File: config.mk
export PLATFORM = sky130hd
export DESIGN_NAME = fpaddsub_normalize_shift2_pipe
export DESIGN_NICKNAME = d
export VERILOG_FILES = /design/src/rtl/fpaddsub_pkg.sv /design/src/rtl/fpaddsub_ns2_core.sv /design/src/rtl/fpaddsub_normalize_shift2_pipe.sv
export SDC_FILE = /design/constraint.sdc
export NUM_CORES = 1
export LEC_CHECK = 0
export ABC_CLOCK_PERIOD_IN_PS = 2300
export CAP_MARGIN = 20
export CORE_MARGIN = 1
export CORE_UTILIZATION = 51
export DETAILED_ROUTE_END_ITERATION = 10
export PLACE_DENSITY = 0.81
export REMOVE_ABC_BUFFERS = 1
export SYNTH_ARGS = -nofsm -noshare
export SYNTH_HDL_FRONTEND = slang
export SYNTH_HIERARCHICAL = 1
export SYNTH_SLANG_ARGS = --single-unit
File: constraint.sdc
create_clock -name clk -period 2.3 [get_ports clk]
set_input_delay 0.345 -clock clk [delete_from_list [all_inputs] [get_ports clk]]
set_output_delay 0.345 -clock clk [all_outputs]
set_load 0.05 [all_outputs]
File: src/rtl/fpaddsub_pkg.sv
// Shared defaults and derived-width helpers for the FP add/sub normalization stages.
package fpaddsub_pkg;

  localparam int unsigned EXP_W_DEF    = 8;
  localparam int unsigned MAN_W_DEF    = 23;
  localparam int unsigned STICKY_W_DEF = 7;
  localparam int unsigned SHIFT_W_DEF  = 5;
  localparam int unsigned TAG_W_DEF    = 4;

  function automatic int unsigned sum_w(input int unsigned man_w, input int unsigned sticky_w);
    return man_w + sticky_w + 3;
  endfunction

  // Smallest biased exponent that lands in the infinity range (all-ones).
  function automatic int unsigned ovf_thresh(input int unsigned exp_w);
    return (1 << exp_w) - 1;
  endfunction

endpackage

File: src/rtl/fpaddsub_ns2_core.sv
// Combinational field extraction (from the raw input) and exponent finishing
// (from the stage-1 registered exponent) for normalization-shift stage 2.
module fpaddsub_ns2_core
  import fpaddsub_pkg::*;
#(
  parameter int unsigned EXP_W    = EXP_W_DEF,
  parameter int unsigned MAN_W    = MAN_W_DEF,
  parameter int unsigned STICKY_W = STICKY_W_DEF,
  parameter int unsigned SHIFT_W  = SHIFT_W_DEF,
  localparam int unsigned SUM_W   = sum_w(MAN_W, STICKY_W)
) (
  input  logic [SUM_W-1:0] sum_i,
  input  logic [EXP_W-1:0] cexp_i,
  input  logic [SHIFT_W-1:0] shift_i,
  output logic [EXP_W:0]   exp_ok_o,
  output logic             msb_o,
  output logic [MAN_W-1:0] norm_m_o,
  output logic             fg_o,
  output logic             r_o,
  output logic             s_o,
  output logic             zero_o,
  input  logic [EXP_W:0]   s1_exp_ok_i,
  input  logic             s1_msb_i,
  output logic [EXP_W:0]   norm_e_o,
  output logic             neg_e_o,
  output logic             ovf_o
);

  localparam logic [EXP_W:0] OVF_TH = (EXP_W+1)'(ovf_thresh(EXP_W));

  always_comb begin
    exp_ok_o = {1'b0, cexp_i} - (EXP_W+1)'(shift_i);
    msb_o    = sum_i[SUM_W-1];
    norm_m_o = sum_i[SUM_W-2:STICKY_W+2];
    fg_o     = sum_i[STICKY_W+1];
    r_o      = sum_i[STICKY_W];
    s_o      = |sum_i[STICKY_W-1:0];
    zero_o   = ~|sum_i;
  end

  always_comb begin
    norm_e_o = s1_exp_ok_i + (EXP_W+1)'(s1_msb_i);
    neg_e_o  = s1_exp_ok_i[EXP_W];
    ovf_o    = ~neg_e_o & (norm_e_o >= OVF_TH);
  end

endmodule

File: src/rtl/fpaddsub_normalize_shift2_pipe.sv
// Two-stage valid/ready pipelined normalization-shift stage 2 with tag sideband.
module fpaddsub_normalize_shift2_pipe
  import fpaddsub_pkg::*;
#(
  parameter int unsigned EXP_W    = EXP_W_DEF,
  parameter int unsigned MAN_W    = MAN_W_DEF,
  parameter int unsigned STICKY_W = STICKY_W_DEF,
  parameter int unsigned SHIFT_W  = SHIFT_W_DEF,
  parameter int unsigned TAG_W    = TAG_W_DEF,
  localparam int unsigned SUM_W   = sum_w(MAN_W, STICKY_W)
) (
  input  logic               clk,
  input  logic               rst,
  input  logic               in_valid,
  output logic               in_ready,
  input  logic [SUM_W-1:0]   in_sum,
  input  logic [EXP_W-1:0]   in_cexp,
  input  logic [SHIFT_W-1:0] in_shift,
  input  logic [TAG_W-1:0]   in_tag,
  output logic               out_valid,
  input  logic               out_ready,
  output logic [MAN_W-1:0]   out_norm_m,
  output logic [EXP_W:0]     out_norm_e,
  output logic               out_fg,
  output logic               out_r,
  output logic               out_s,
  output logic               out_zero,
  output logic               out_neg_e,
  output logic               out_ovf,
  output logic [TAG_W-1:0]   out_tag
);

  logic             s1_valid_q;
  logic [EXP_W:0]   s1_exp_ok_q;
  logic             s1_msb_q, s1_fg_q, s1_r_q, s1_s_q, s1_zero_q;
  logic [MAN_W-1:0] s1_norm_m_q;
  logic [TAG_W-1:0] s1_tag_q;

  logic             out_valid_q;
  logic [MAN_W-1:0] out_norm_m_q;
  logic [EXP_W:0]   out_norm_e_q;
  logic             out_fg_q, out_r_q, out_s_q, out_zero_q, out_neg_e_q, out_ovf_q;
  logic [TAG_W-1:0] out_tag_q;

  logic [EXP_W:0]   exp_ok_d, norm_e_d;
  logic             msb_d, fg_d, r_d, s_d, zero_d, neg_e_d, ovf_d;
  logic [MAN_W-1:0] norm_m_d;
  logic             adv1, adv2;

  fpaddsub_ns2_core #(
    .EXP_W   (EXP_W),
    .MAN_W   (MAN_W),
    .STICKY_W(STICKY_W),
    .SHIFT_W (SHIFT_W)
  ) u_core (
    .sum_i      (in_sum),
    .cexp_i     (in_cexp),
    .shift_i    (in_shift),
    .exp_ok_o   (exp_ok_d),
    .msb_o      (msb_d),
    .norm_m_o   (norm_m_d),
    .fg_o       (fg_d),
    .r_o        (r_d),
    .s_o        (s_d),
    .zero_o     (zero_d),
    .s1_exp_ok_i(s1_exp_ok_q),
    .s1_msb_i   (s1_msb_q),
    .norm_e_o   (norm_e_d),
    .neg_e_o    (neg_e_d),
    .ovf_o      (ovf_d)
  );

  always_comb begin
    adv2     = ~out_valid_q | out_ready;
    adv1     = ~s1_valid_q | adv2;
    in_ready = adv1;
  end

  always_ff @(posedge clk) begin
    if (rst) begin
      s1_valid_q  <= 1'b0;
      s1_exp_ok_q <= '0;
      s1_msb_q    <= 1'b0;
      s1_norm_m_q <= '0;
      s1_fg_q     <= 1'b0;
      s1_r_q      <= 1'b0;
      s1_s_q      <= 1'b0;
      s1_zero_q   <= 1'b0;
      s1_tag_q    <= '0;
    end else if (adv1) begin
      s1_valid_q <= in_valid;
      if (in_valid) begin
        s1_exp_ok_q <= exp_ok_d;
        s1_msb_q    <= msb_d;
        s1_norm_m_q <= norm_m_d;
        s1_fg_q     <= fg_d;
        s1_r_q      <= r_d;
        s1_s_q      <= s_d;
        s1_zero_q   <= zero_d;
        s1_tag_q    <= in_tag;
      end
    end
  end

  always_ff @(posedge clk) begin
    if (rst) begin
      out_valid_q  <= 1'b0;
      out_norm_m_q <= '0;
      out_norm_e_q <= '0;
      out_fg_q     <= 1'b0;
      out_r_q      <= 1'b0;
      out_s_q      <= 1'b0;
      out_zero_q   <= 1'b0;
      out_neg_e_q  <= 1'b0;
      out_ovf_q    <= 1'b0;
      out_tag_q    <= '0;
    end else if (adv2) begin
      out_valid_q <= s1_valid_q;
      if (s1_valid_q) begin
        out_norm_m_q <= s1_norm_m_q;
        out_norm_e_q <= norm_e_d;
        out_fg_q     <= s1_fg_q;
        out_r_q      <= s1_r_q;
        out_s_q      <= s1_s_q;
        out_zero_q   <= s1_zero_q;
        out_neg_e_q  <= neg_e_d;
        out_ovf_q    <= ovf_d;
        out_tag_q    <= s1_tag_q;
      end
    end
  end

  always_comb begin
    out_valid  = out_valid_q;
    out_norm_m = out_norm_m_q;
    out_norm_e = out_norm_e_q;
    out_fg     = out_fg_q;
    out_r      = out_r_q;
    out_s      = out_s_q;
    out_zero   = out_zero_q;
    out_neg_e  = out_neg_e_q;
    out_ovf    = out_ovf_q;
    out_tag    = out_tag_q;
  end

endmodule

==> flow_summary_export.csv <==
group,metric,value,unit
sta,finalSetupViolations,0,
layout,final_common_cell,"clkdlybuf4s50_1",
floorplan,core,8260,um^2
setup_path,rrSetupSlack,460,ps
sta,grt_setup_unrepaired,"false",
setup_path,crit_family,"adder cells",
clock_tree,numClockSinks,85,
layout,fin_nets,608,
clock_tree,ctsLongestPathBuffers,2,
grt,track_usage,21.0,%
routing,ant_nets,0,
floorplan,rows,33,
clock_tree,postCtsHoldBufs,0,
synth,syn_inst,497,
clock_tree,clock_latency,340,ps
synth,ys_seq_area_share,38.7,%
grt,antenna_found_initial,0,
setup_path,critPathMaxFanout,2,
power_and_ir_drop,p_leak,1.99,nW
worst_hold_path,holdCritPathClass,"reg -> reg",
synth,synth-seq-cells,85,
routing,drtPass1Iterations,4,
sta,period_share,86.4,%
setup_path,path_cells,"clkdlybuf4s50_1, inv_1, ha_1, fa_1, nor2b_1, o21ai_0, a21boi_1, nor3_1, xor2_1, nand2b_1, mux2i_1",
setup_path,worst_ep_arrival_time,2220,ps
setup_path,reg2reg_from,"s1_exp_ok_q[0]",
layout,multi_input_area,2190,um^2
floorplan,dieArea,8990,um^2
routing,vias,3565,
synth,ys.flop_type,"dfxtp_1",
layout,seqCellArea,1700,um^2
synth,synthArstFlopShare,0,%
synth,ys_warn_count,6,
routing,drt-initial-drc-count,174,
placed_design,dp.cells,640,
outcome,outcome,"finished, final reports clean",
sta,maxSlewViolCount,0,
setup_path,cpPeakStageDelay,460,ps
setup_path,cp-startpoint,"in_cexp[0]",
sta,period_minus_slack,1990,ps
sta,fin_skew,5.83,ps
sta,timing.fmax,0.503,GHz
synth,synth_edf_count,0,
power_and_ir_drop,irDropWorstVdd,297,uV
sta,relSlewSlack,54.4,%
power_and_ir_drop,power_density,612,nW/um^2
placed_design,io_buffer_count,97,
layout,final_cell_mix,"clkdlybuf4s50_1, nand2b_1, dfxtp_1",
clock_tree,cts.htree.levels,3,
placed_design,hpwl,6.23,mm
floorplan,initial_utilization,53.2,%
setup_path,worstPathRequired,2530,ps
sta,hold_ws,468,ps
layout,n_fill_cell,695,
flow_run,drv_cap,0,
clock_tree,cts_inserted_buffers,9,
grt,grt_pass1_wl,15.0,mm
setup_path,crit_end,"s1_exp_ok_q[6]",
clock_tree,cts_setup_buffers,0,
layout,drive_above_1_share,6.36,%
clock_tree,cts_root_buf,"clkbuf_8",
routing,routed_wl,9.40,mm
floorplan,fp.dieH,94.8,um
setup_path,reg2reg_to,"out_ovf",
clock_tree,clkSlewWorstSetupHoldPaths,80,ps
setup_path,endpoint_kind,"flip-flop",
setup_path,path_class,"in -> reg",
synth,synthesis.area,4390,um^2
routing,vias_per_cell,5.44,
synth,avgSynthCellArea,8.84,um^2
setup_path,path_depth,11,
grt,grt_pass1_vias,3340,
routing,wl_per_cell,14.3,um
sta,hold_viol_final,0,
setup_path,worstRegToRegCells,7,
grt,grt_max_degree,127,
setup_path,crit_path_start_kind,"input pin",
setup_path,crit_buf_inv,2,
clock_tree,ctsResizeCount,0,
layout,stdcell_count,655,
floorplan,die_x,94.8,um
placed_design,place_congestion,0.797,
synth,synth_cell_types,43,
layout,syn2layout_area_growth,22.3,%
layout,n_antenna_cell,0,
clock_tree,cts_tree,"yes",
floorplan,top_level_ports,98,
setup_path,critPathSlowestCell,"clkdlybuf4s50_1",
sta,worst_pin_slew,683,ps
routing,drc,0,
grt,gr-total-overflow,0,
metrics by stage:
step | cell area [um^2] | worst slack (ps) | power (mW) | setup TNS, ps | util, %
floorplan | 3930 | -572 | 1.93 | -23430 | -
global placement | 5160 | -11.0 | 2.16 | -11.0 | 62.5
detailed placement | 5160 | -57.5 | 2.18 | -104 | 62.5
CTS | 5370 | 310 | 3.31 | 0 | 65.0
global route | 5370 | 189 | 3.40 | 0 | 65.0
finish | 5370 | 312 | 3.29 | 0 | 65.0
synthesized netlist by cell type, types with 2 or more instances:
cell,number,share of area (%)
a21oi_1,47,5.4
a311oi_1,2,0.40
buf_1,3,0.26
buf_12,4,1.8
buf_2,12,1.4
buf_4,29,5.0
buf_6,2,0.51
clkbuf_1,19,1.6
dfxtp_1,85,39
ha_1,7,2.0
inv_1,10,0.85
mux2i_1,41,9.3
nand2_1,6,0.51
nand2b_1,85,12
nand3_1,45,5.1
nand4_1,2,0.28
nor2_1,4,0.34
nor2b_1,4,0.57
nor3_1,5,0.57
nor4_1,7,1.0
o21ai_0,35,4.0
o21ai_1,10,1.1
o22ai_1,2,0.28
xnor2_1,8,1.6
xor2_1,5,1.0
kinds of logic (layout without fill, tap and decap cells):
logic type                 Yosys count  after routing  synth area share, %
and+or+nand+nor                    168            168                 22.7
AOI/OAI and AO/OA                  101            101                 12.3
DFF                                 85             85                 38.7
buffers and inverters               80            133                 11.5
muxes                               41             41                 9.34
xor gates and xnor gates            14             14                 2.96
adders and majority gates            8              8                 2.45
routing by layer:
layer | vias up | track usage [%] | part of all wire, % | wire [um]
met5 | - | 0 | 0 | 0
met4 | 0 | 7.70 | 1.3 | 121
met3 | 14 | 3.95 | 4.9 | 458
met2 | 106 | 36.2 | 49 | 4580
met1 | 1681 | 25.9 | 45 | 4240
li1 | 1764 | - | - | -
flip-flops by register name, indices dropped and copies added (netlist names), 4 cells and up:
signal,flops
out_tag,4
out_norm_e,9
s1_tag_q,4
s1_exp_ok_q,9
out_norm_m,23
s1_norm_m_q,23
worst register-to-register path: cells and delay by family (launching register included):
kind	cells	cell delay, ps
flops	1	370
fa+ha+maj	1	380
compound gates	3	520
simple gates	3	510
layout make-up:
| class | count | share of cell area [%] |
|---|---|---|
| repair buffers | 107 | 20.3 |
| inverters | 11 | 0.769 |
| flip-flops and latches | 85 | 31.7 |
| clock inverters | 6 | 1.65 |
| clock buffers | 9 | 2.31 |
| multi-input cells | 332 | 40.8 |
| well taps | 105 | 2.45 |
worst min-delay path by stage:
stage | startpoint | endpoint | slack (ps) | depth (start not counted)
2_1_floorplan | rst | out_fg | 410 | 1
3_3_place_gp | s1_tag_q[3] | out_tag[3] | 450 | 2
3_5_place_dp | s1_zero_q | out_zero | 460 | 2
4_1_cts | s1_zero_q | out_zero | 470 | 2
5_1_grt | s1_s_q | s1_s_q | 500 | 2
6_report | s1_zero_q | out_zero | 470 | 2
power breakdown:
group	internal (mW)	switching (mW)
Combinational	0.265	0.281
Sequential	1.54	0.0613
Clock	0.605	0.530
No activity file was read; power rests on OpenSTA's default activity.
